===== src/rtl/hazard_stall_controller.sv =====
// RAW interlock and branch-flush sequencer for the 16-bit in-order pipeline.
// Tracks in-flight register writes from DE through MW and freezes decode on a hazard.
//
// state | meaning
// RUN   | normal issue
// STALL | decode held on a RAW hazard
// FLUSH | wrong-path cleanup after a taken branch
module hazard_stall_controller #(
  parameter int REG_AW       = 4,
  parameter int PIPE_DEPTH   = 3,
  parameter int FLUSH_CYCLES = 1,
  parameter int CNT_W        = 16
) (
  input  logic              clk,
  input  logic              rst,
  input  logic              id_valid,
  input  logic [REG_AW-1:0] id_src1,
  input  logic              id_src1_used,
  input  logic [REG_AW-1:0] id_src2,
  input  logic              id_src2_used,
  input  logic [REG_AW-1:0] id_reg_dest,
  input  logic              id_writes,
  input  logic              branch_taken,
  output logic              pc_stall,
  output logic              fd_stall,
  output logic              fd_flush,
  output logic              de_bubble,
  output logic              issue,
  output logic [1:0]        state,
  output logic [CNT_W-1:0]  stall_count
);

  typedef enum logic [1:0] {
    RUN   = 2'd0,
    STALL = 2'd1,
    FLUSH = 2'd2
  } state_t;

  localparam int FC_W = (FLUSH_CYCLES > 1) ? $clog2(FLUSH_CYCLES) : 1;
  localparam logic [FC_W-1:0] FC_LOAD = FC_W'(FLUSH_CYCLES - 1);

  state_t            state_q, state_d;
  logic [FC_W-1:0]   fcnt_q, fcnt_d;
  logic [PIPE_DEPTH-1:0] sb_v;
  logic [REG_AW-1:0] sb_dest [PIPE_DEPTH];
  logic              hazard;
  logic              flushing;

  // MW still counts as a hazard: the regfile has no write-before-read bypass.
  always_comb begin
    hazard = 1'b0;
    for (int i = 0; i < PIPE_DEPTH; i++) begin
      if (sb_v[i] && ((id_src1_used && (sb_dest[i] == id_src1)) ||
                      (id_src2_used && (sb_dest[i] == id_src2))))
        hazard = 1'b1;
    end
    hazard = hazard & id_valid;
  end

  assign flushing  = branch_taken | (state_q == FLUSH);
  assign issue     = id_valid & ~hazard & ~flushing;
  assign de_bubble = ~issue;
  assign pc_stall  = hazard & ~flushing;
  assign fd_stall  = pc_stall;
  assign fd_flush  = flushing;
  assign state     = state_q;

  always_ff @(posedge clk) begin
    if (rst) begin
      for (int i = 0; i < PIPE_DEPTH; i++) begin
        sb_v[i]    <= 1'b0;
        sb_dest[i] <= '0;
      end
    end else begin
      for (int i = PIPE_DEPTH - 1; i > 0; i--) begin
        sb_v[i]    <= sb_v[i-1];
        sb_dest[i] <= sb_dest[i-1];
      end
      sb_v[0]    <= issue & id_writes;
      sb_dest[0] <= id_reg_dest;
    end
  end

  always_ff @(posedge clk) begin
    if (rst) begin
      state_q <= RUN;
      fcnt_q  <= '0;
    end else begin
      state_q <= state_d;
      fcnt_q  <= fcnt_d;
    end
  end

  // A taken branch overrides any stall and reloads the flush timer, even mid-flush.
  always_comb begin
    state_d = state_q;
    fcnt_d  = fcnt_q;
    if (branch_taken) begin
      state_d = FLUSH;
      fcnt_d  = FC_LOAD;
    end else begin
      case (state_q)
        RUN:     if (hazard) state_d = STALL;
        STALL:   if (!hazard) state_d = RUN;
        FLUSH: begin
          if (fcnt_q == '0) state_d = RUN;
          else              fcnt_d  = fcnt_q - 1'b1;
        end
        default: state_d = RUN;
      endcase
    end
  end

  always_ff @(posedge clk) begin
    if (rst)
      stall_count <= '0;
    else if (pc_stall && (stall_count != {CNT_W{1'b1}}))
      stall_count <= stall_count + CNT_W'(1);
  end

endmodule


===== config.mk =====
export PLATFORM = sky130hd
export DESIGN_NAME = hazard_stall_controller
export DESIGN_NICKNAME = d
export VERILOG_FILES = /design/src/rtl/hazard_stall_controller.sv
export SDC_FILE = /design/constraint.sdc
export NUM_CORES = 1
export LEC_CHECK = 0
export ABC_CLOCK_PERIOD_IN_PS = 5400
export CORE_MARGIN = 3
export CORE_UTILIZATION = 52
export DETAILED_ROUTE_END_ITERATION = 16
export GPL_ROUTABILITY_DRIVEN = 0
export PLACE_DENSITY_LB_ADDON = 0.05
export SKIP_CTS_REPAIR_TIMING = 1
export SLEW_MARGIN = 15
export SYNTH_ARGS = -nofsm -noshare
export SYNTH_HDL_FRONTEND = slang
export SYNTH_SLANG_ARGS = --single-unit

===== constraint.sdc =====
create_clock -name clk -period 5.4 [get_ports clk]
set_input_delay 1.35 -clock clk [delete_from_list [all_inputs] [get_ports clk]]
set_output_delay 1.35 -clock clk [all_outputs]
set_load 0.05 [all_outputs]

# Word-level counts from Yosys, hierarchy flattened
# Memories as Yosys holds them, arrays and structs flattened.
# Cells that the tools add are included.
word_totals:
  reg_bits: 22
  ramBits: 12
  input_bits: 19
  memories: 1
op_classes:
  n_addsub: 2
  eq_ne: 15
  n_mux: 15
  bitwise_logic: 12
  reduce_logical: 17
memory_table:
  columns: ["memory", "depth", "word_bits", "read_ports", "rd_clocked_by_memory_dff", "write_ports", "line", "rtl"]
  rows:
  - ["sb_dest", 3, 4, 3, 0, 3, "45", "logic [REG_AW-1:0] sb_dest [PIPE_DEPTH];"]
ops:
  columns: ["operator", "count"]
  rows:
  - ["$eq 4x4->1", 6]
  - ["$add 16x1->16 const B", 1]
  - ["$ne 16x16->1 const B", 1]
  - ["$mux 4", 3]
  - ["$logic_and 1x1->1", 10]
  - ["$ne 3x3->1 const B", 3]
  - ["$mux 2", 4]
  - ["$mux 1", 7]
  - ["$ne 2x2->1 const B", 3]
  - ["$pmux 2 s3", 1]
  - ["$reduce_and 3->1", 2]
  - ["$and 1x1->1", 5]
  - ["$or 1x1->1", 4]
  - ["$logic_or 1x1->1", 3]
  - ["$not 1->1", 3]
  - ["$eq 2x1->1 const B", 1]
  - ["$eq 2x2->1 const B", 1]
  - ["$logic_not 2->1", 1]
  - ["$reduce_or 2->1", 1]
  - ["$sub 1x1->1 const B", 1]

# Longest topological paths before layout
# Gate-level depths: netlist (run 1).
logic_depth:
  word_depth: 12
  depth_mapped: 8
  depth_no_buf: 7

# Worst setup path after synthesis (run 1)
# Ideal clock, no wire load.
synth_path:
  path_type: "input-to-output"
  startpoint: "input port id_src2[1]"
  endpoint: "output port pc_stall"
  arrival_ps: 3186
  path_slack_ps: 864
  path_stages: 6
  n_path_buf: 2
  cell_sequence: "xor2_1 -> o41ai_2 -> a211oi_2 -> clkbuf_1 -> nor2_1 -> buf_4"
synth_between:
  elab_chain_cells: 9
  elab_cells_between_ends: 17
  classes_between: "3 x eq/ne; 3 x mux; 2 x bitwise; 9 x reduce/logical"
synth_rtl:
  columns: ["element", "line", "rtl"]
  rows:
  - ["start, declared", "19", "input logic [REG_AW-1:0] id_src2,"]
  - ["$eq 4x4->1", "54", "(id_src2_used && (sb_dest[i] == id_src2))))"]
  - ["$logic_and 1x1->1", "54", null]
  - ["$logic_or 1x1->1", "53", "if (sb_v[i] && ((id_src1_used && (sb_dest[i] == id_src1)) ||"]
  - ["$logic_and 1x1->1", "53", null]
  - ["$mux 1 (2 in a row)", "53", null]
  - ["$mux 1 *", "53", null]
  - ["$and 1x1->1 *", "57", "hazard = hazard & id_valid;"]
  - ["$and 1x1->1 *", "63", "assign pc_stall = hazard & ~flushing;"]
  - ["end, declared", "24", "output logic pc_stall,"]
# Every way passes the cells marked *; elsewhere a longest branch is shown, timed or not.

# Final worst setup path (run 1)
layout_path:
  startpoint: "input port id_src1[2]"
  endpoint: "output port fd_stall"
layout_between:
  elab_chain_cells: 9
  elab_cells_between_ends: 17
  classes_between: "3 x eq/ne; 3 x mux; 2 x bitwise; 9 x reduce/logical"
layout_rtl:
  columns: ["element", "line", "rtl"]
  rows:
  - ["start, declared", "17", "input logic [REG_AW-1:0] id_src1,"]
  - ["$eq 4x4->1", "53", null]
  - ["$logic_and 1x1->1", "53", null]
  - ["$logic_or 1x1->1", "53", null]
  - ["$logic_and 1x1->1", "53", null]
  - ["$mux 1 (2 in a row)", "53", null]
  - ["$mux 1 *", "53", null]
  - ["$and 1x1->1 *", "57", null]
  - ["$and 1x1->1 *", "63", null]
  - ["end, declared", "25", "output logic fd_stall,"]
# Marked as above.

==> metrics.log, run 1 <==
[metrics] core area: 3100 sq um
[metrics] complex-gate fraction of the synthesized area: 0.0988
[metrics] count of endpoints failing setup in the final report: 0
[metrics] final critical-path required period: 4.58 ns
[metrics] area of the die: 4010 sq um
[metrics] Mapped Cells: 187
[metrics] largest net degree at the start of global routing: 37
[metrics] top area cells in the synthesized netlist: dfxtp_1 (39%), nor2b_1 (7.3%), xnor2_1 (6.1%)
[metrics] period utilisation layout: 0.849
[metrics] CTS Buffer Depth: 2
[metrics] met2 capacity usage during global routing: 0.316
[metrics] netlist area before placement: about 1700 sq um
[metrics] Worst Path Arrival: between 3 and 4 ns
[metrics] Via Count: 1479
[metrics] root buf cell: clkbuf_4
[metrics] CTS H-Tree Depth: 2
[metrics] Ys Warns: 0
[metrics] EDFF count, synth: 0
[metrics] number of max-capacitance violations reported: 0
[metrics] count of boundary I/O pins: 42
[metrics] unrepaired setup endpoints after global routing: false
[metrics] dominant cell type by area after synthesis: dfxtp_1
[metrics] Buffers on Ports: 41
[metrics] Slew Limit Headroom: 0.584
[metrics] sequential area share after synthesis: 0.387
[metrics] crit path max fanout: 30
[metrics] per-cell via count in the routed design: around 5.5
[metrics] GRT Resource Usage Total: 0.203
[metrics] wire per inst: 14.0 um
[metrics] worst supply voltage drop on vdd: 152 uV
[metrics] top cells by count, synth: dfxtp_1 (33), nor2b_1 (20)
[metrics] number of global-route vias before repair: 1419
[metrics] number of DRC markers in iteration 0: 52
[metrics] count of antenna diodes in the layout: 0
[metrics] async set or reset register ratio after synthesis: 0
[metrics] worst clock skew: 0.00657 ns
[metrics] total grt overflow: 0
[metrics] clock sink total: 33
[metrics] synthesis-stage register bit count: 33
[metrics] Syn Nets: 207
[metrics] Area Overhead vs Synth: 28.4%
[metrics] post-route core utilization: 0.707
[metrics] global-route met1 utilization: 0.260
[metrics] number of antenna violations at the first check in global routing: 0
[metrics] final routed wirelength across all metal layers: 3800 um
[metrics] clock latency at the later pin of the worst-skew pair: roughly 0.34 ns
[metrics] num rows: 20
[metrics] number of nets in the layout: roughly 250
[metrics] clock-pin slew on the worst setup and hold paths: 0.11 ns
[metrics] Die Width: around 63 um
[metrics] reported leakage power: 0.751 nW
[metrics] average instance area after synthesis: 9.14 sq um
[metrics] number of slew-limit violations in the final report: 0
[metrics] largest family of logic cells by synthesized area: simple AND/OR/NAND/NOR gates
[metrics] outcome: complete, no violations
[metrics] HPWL Detailed: 2810 um
[metrics] type of the setup path with the least slack: in -> out
[metrics] global-route wire length before repair: 6500 um
[metrics] fraction of the mapped netlist area in simple logic gates: 0.307
[metrics] primary flip-flop cell chosen by synthesis mapping: dfxtp_1
[metrics] post-synthesis xor/xnor area fraction: 0.123
[metrics] most used routing layer: met2
[metrics] count of unique library cells instantiated by Yosys: 37
[metrics] fraction of synthesized area in multiplexers: 0.0300
[metrics] ANT nets after route: 0
[metrics] number of remaining DRC errors: 0
[metrics] Least-Margin Pin Slew: approximately 0.62 ns
[metrics] required time reported for the critical path endpoint: 4.05 ns
[metrics] layout cells sized above 1: 0.110
[metrics] area share of the leading cell type in the synthesized netlist: 0.387
[metrics] most frequently used cell type in the post-synthesis netlist: dfxtp_1
[metrics] post-synthesis adder-cell area fraction: 0.00732
[metrics] drt first pass iters: 4
[metrics] CTS Buf Count: 5
[metrics] DIE HEIGHT: 63.3 um
[metrics] Initial Utilization: 0.551
[metrics] met3 Resource Use GR: 0.0624
[metrics] clock tree from TritonCTS: done
[metrics] critical path startpoint category: input port
[metrics] Critical Path Sink Type: primary output
[metrics] power per unit of standard cell area: 227 nW/um^2
[metrics] Fmax achieved: 0.218 GHz
[metrics] worst min path class: reg -> reg
[metrics] number of hold-slack violations in the final timing report: 0
[metrics] setup total negative slack: 0 ns
[kinds of logic (layout without fill, tap and decap cells)]
kind of cell,count (synthesis),count (layout)
mux,4,4
xor+xnor,24,24
fa+ha+maj,1,1
flops,33,33
compound gates,28,28
buf+inv,12,52
simple gates,85,85
[stage by stage]
stage | hold WS (ns) | instances | setup slack, ns | cell area, sq um | total power, mW
finish | 0.465 | 271 | 0.815 | 2190 | 0.499
detailed placement | 0.454 | 263 | 0.806 | 2120 | 0.316
CTS | 0.469 | 271 | 0.807 | 2200 | 0.504
global placement | 0.444 | 263 | 0.923 | 2120 | 0.314
global route | 0.507 | 271 | 0.647 | 2190 | 0.520
floorplan | 0.458 | 187 | 0.864 | 1710 | 0.290
[final timing paths]
| kind | endpoint | slack [ns] | start | depth (start not counted) |
|---|---|---|---|---|
| setup / recovery | fd_stall | 0.82 | id_src1[2] | 9 |
| hold / removal | state[0] | 0.46 | state[1] | 1 |
| setup reg to reg | stall_count[11] | 3.29 | sb_dest[0][2] | 8 |
| hold reg to reg | state[0] | 0.46 | state[1] | 1 |
[critical path: stages]
cell             delay [ns]
clkdlybuf4s50_1        0.56
xor2_1                 0.20
nor3_1                 0.07
nand3_1                0.09
o41ai_2                0.07
a211oi_2               0.26
buf_4                  0.32
nor2_1                 0.10
buf_4                  0.20
[final cells by class]
cell class,instances,area [sq um]
fillers,285,908
multi-input cells,142,968
clock buffers,5,37.5
flip-flops and latches,33,661
repair buffers,43,423
well taps,44,55.1
inverters,1,3.75
clock inverters,3,46.3
[layout by cell type (no fill, tap or decap), drive strengths merged, types with 4 or more instances in the layout]
cell type       n
nand3          12
xor2           12
xnor2          12
dfxtp          33
nand4           9
o21ai          10
or4             4
or3             8
buf             7
clkbuf          5
a21oi          12
clkdlybuf4s50  36
o31ai           4
nor2            8
nor2b          20
nand2           5
nand2b          4
nor4            4
[power by group]
part	internal [mW]	switching [mW]	total [mW]
clock	0.0980	0.0910	0.189
combinational	0.0286	0.0288	0.0574
sequential	0.248	0.00457	0.252
[flip-flops by register name (all words and copies together) (netlist names)]
| signal | flops |
|---|---|
| state | 2 |
| sb_v | 3 |
| stall_count | 16 |
| sb_dest | 12 |
[per-layer routing]
metal / part of all wire / vias to the layer above
met4: 0.013 / 0
met2: 0.48 / 41
met1: 0.45 / 686
met5: 0 / -
met3: 0.064 / 7
li1: - / 745
Power figures use the tool's default switching activity.
==> inputs of run 2 (changes only) <==
Settings changed: ABC_CLOCK_PERIOD_IN_PS 5400 to 4600, CORE_UTILIZATION 52 to 49.
Clock period 5.4 ns to 4.6 ns, I/O delays scaled along.
==> metrics.log, run 2 (same netlist as run 1, synthesis figures left out) <==
[metrics] outcome: complete, no violations
[metrics] Filler cells: 268 (-6.0%)
[metrics] critical path launch point: id_src1[1]
[metrics] number of max-capacitance violations reported: 0 (unchanged)
[metrics] period utilisation layout: 0.873
[metrics] clock tree from TritonCTS: done
[metrics] total grt overflow: 0 (unchanged)
[metrics] root buf cell: clkbuf_4
[metrics] core area: 3180 sq um (+2.4%)
[metrics] ANT nets after route: 0 (unchanged)
[metrics] switching power share of the total: 0.248 (-0.00109)
[metrics] Power Internal: 0.414 mW (+11%)
[metrics] count of endpoints failing setup in the final report: 0 (unchanged)
[metrics] final routed wirelength across all metal layers: 3880 um (+2.1%)
[metrics] number of DRC markers in iteration 0: 116 (+120%)
[metrics] Least-Margin Pin Slew: 0.583 ns (-0.0413 ns)
[metrics] power per unit of standard cell area: 250 nW/um^2 (+10%)
[metrics] number of remaining DRC errors: 0 (unchanged)
[metrics] sw power: 0.137 mW (+9.9%)
[metrics] Worst Path Arrival: 2.86 ns (-0.37 ns)
[metrics] Area Overhead vs Synth: 28.8%
[metrics] count of boundary I/O pins: 42 (unchanged)
[metrics] number of slew-limit violations in the final report: 0 (unchanged)
[metrics] worst min path class: reg -> reg
[metrics] Fmax achieved: 0.249 GHz
[metrics] clock-pin slew on the worst setup and hold paths: 0.09 ns (-0.02 ns)
[metrics] largest net degree at the start of global routing: 22 (-41%)
[metrics] reported leakage power: 0.760 nW (+1.2%)
[metrics] per-cell via count in the routed design: 5.56 (+2.0%)
[metrics] number of hold-slack violations in the final timing report: 0 (unchanged)
[metrics] drt first pass iters: 4 (unchanged)
[metrics] CTS Buffer Depth: 2 (unchanged)
[metrics] required time reported for the critical path endpoint: 3.45 ns (-0.60 ns)
[metrics] count of antenna diodes in the layout: 0 (unchanged)
[metrics] clock sink total: 33 (unchanged)
[metrics] crit path max fanout: 4 (-87%)
[metrics] commonest cells after routing, fill and taps aside: clkdlybuf4s50_1 (37), dfxtp_1 (33), nor2b_1 (20)
[metrics] worst clock skew: 0.00878 ns (+0.00222 ns)
[metrics] PnR Total Power: 0.551 mW (+10%)
[metrics] Die Width: 65.1 um (+2.7%)
[metrics] CTS Buf Count: 5 (unchanged)
[metrics] GRT Resource Usage Total: 0.198 (-0.00465)
[metrics] worst-case reg-to-reg path depth: 6 (-2)
[metrics] Via Count: 1519 (+2.7%)
[metrics] layout cells sized above 1: 0.114 (+0.00340)
[metrics] worst-case register-to-register setup slack: 2.50 ns (-0.79 ns)
[metrics] post-placement cell area: 2130 sq um (+0.71%)
[metrics] number of nets in the layout: 248 (+0.81%)
[metrics] num rows: 20 (unchanged)
[metrics] max FFs per register: 16 (unchanged)
[metrics] type of the setup path with the least slack: in -> out
[metrics] area of the die: 4230 sq um (+5.5%)
[metrics] worst supply voltage drop on vdd: 212 uV (+39%)
[metrics] share of total power in sequential cells: 0.538 (+0.032)
[metrics] number of antenna violations at the first check in global routing: 0 (unchanged)
[metrics] register with the highest flop count: stall_count
[metrics] most common cell after layout, fill and taps aside: clkdlybuf4s50_1
[metrics] critical path startpoint category: input port
[metrics] unrepaired setup endpoints after global routing: false
[metrics] number of global-route vias before repair: 1460 (+2.9%)
[metrics] setup total negative slack: 0 ns (unchanged)
[metrics] endpoint of the most critical register-to-register path: stall_count[11]
[metrics] Slew Limit Headroom: 0.610 (+0.0263)
[metrics] end of the critical path: issue
[metrics] clock latency at the later pin of the worst-skew pair: 0.34 ns (about the same)
[metrics] global-route wire length before repair: 6500 um (unchanged)
[metrics] wire per inst: 14.2 um (+1.4%)
[metrics] final critical-path required period: about 4 ns
[metrics] Initial Utilization: 0.538 (-0.0130)
[metrics] Clock Power Share: 0.337 (-0.042)
[metrics] CTS H-Tree Depth: 2 (unchanged)
[metrics] worst-case setup slack after placement: 0.575 ns (-0.231 ns)
[metrics] Buffers on Ports: 41 (unchanged)
[metrics] total non-filler cell area in the finished layout: 2200 sq um (+0.29%)
[metrics] largest registers in the final layout: stall_count x16, sb_dest x12, sb_v x3
[metrics] HPWL Detailed: 2920 um (+3.7%)
[metrics] Critical Path Sink Type: primary output
[metrics] DIE HEIGHT: 65.1 um (+2.7%)
[metrics] least setup slack across all paths after layout: 0.586 ns (-0.229 ns)
[metrics] R2R Path Start: sb_dest[0][1]
[metrics] combinational fraction of design power: 0.125 (+0.010)
[run 2: cell count changes in the layout (fill, tap and decap cells not counted)]
cell             delta
buf_4               +2
clkbuf_8            +2
buf_2               -1
bufinv_16           -1
clkdlybuf4s50_1     +1
clkinv_2            +1
clkinv_4            -1
clkinvlp_4          -1
[run 2: layout make-up]
cell class | instances | area, sq um | share of cell area
repair buffers | 45 | 443 | 0.201
clock inverters | 1 | 5.00 | 0.00227
flip-flops and latches | 33 | 661 | 0.300
clock buffers | 7 | 65.1 | 0.0296
multi-input cells | 142 | 968 | 0.440
well taps | 44 | 55.1 | 0.0250
inverters | 1 | 3.75 | 0.00171
[run 2: power groups by stage]
stage | Sequential [mW] | Combinational [mW] | Clock (mW)
final | 0.296 | 0.0689 | 0.186
after CTS | 0.296 | 0.0693 | 0.189
after global placement | 0.303 | 0.0666 | 0
after floorplan | 0.303 | 0.0380 | 0
after global routing | 0.297 | 0.0747 | 0.205
after detailed placement | 0.303 | 0.0689 | 0
[run 2: critical path, stage by stage]
cell	delay, ns
clkdlybuf4s50_1	0.56
xor2_1	0.20
nor3_1	0.06
nand3_1	0.09
o41ai_2	0.08
a211oi_2	0.33
nand2_1	0.14
inv_1	0.11
buf_12	0.14
[run 2: metal layers]
metal	GRT usage	vias up	share of wire
met1	0.237	716	0.44
met2	0.318	53	0.46
li1	-	743	-
met5	0	-	0
met3	0.0745	7	0.074
met4	0.0803	0	0.021
[run 2: through the flow]
step | utilization | hold slack (ns) | cells
2_1_floorplan | - | 0.458 | 187
6_report | 0.693 | 0.476 | 273
3_3_place_gp | 0.670 | 0.449 | 265
4_1_cts | 0.693 | 0.481 | 273
5_1_grt | 0.693 | 0.512 | 273
3_5_place_dp | 0.670 | 0.466 | 265
[run 2: worst min-delay path by stage]
stage,start,end,slack (ns),cells after the start
final,state[1],state[0],0.48,1
after global routing,state[1],state[0],0.51,1
after CTS,state[1],state[0],0.48,1
after floorplan,sb_v[0],sb_v[1],0.46,1
after global placement,state[1],state[0],0.45,1
after detailed placement,state[1],state[0],0.47,1
==> inputs of run 3 (changes only) <==
Settings changed: SLEW_MARGIN 15 to 20.
==> results of run 3 <==
Same layout as run 2: the final DEF is identical, and so are final timing and power.
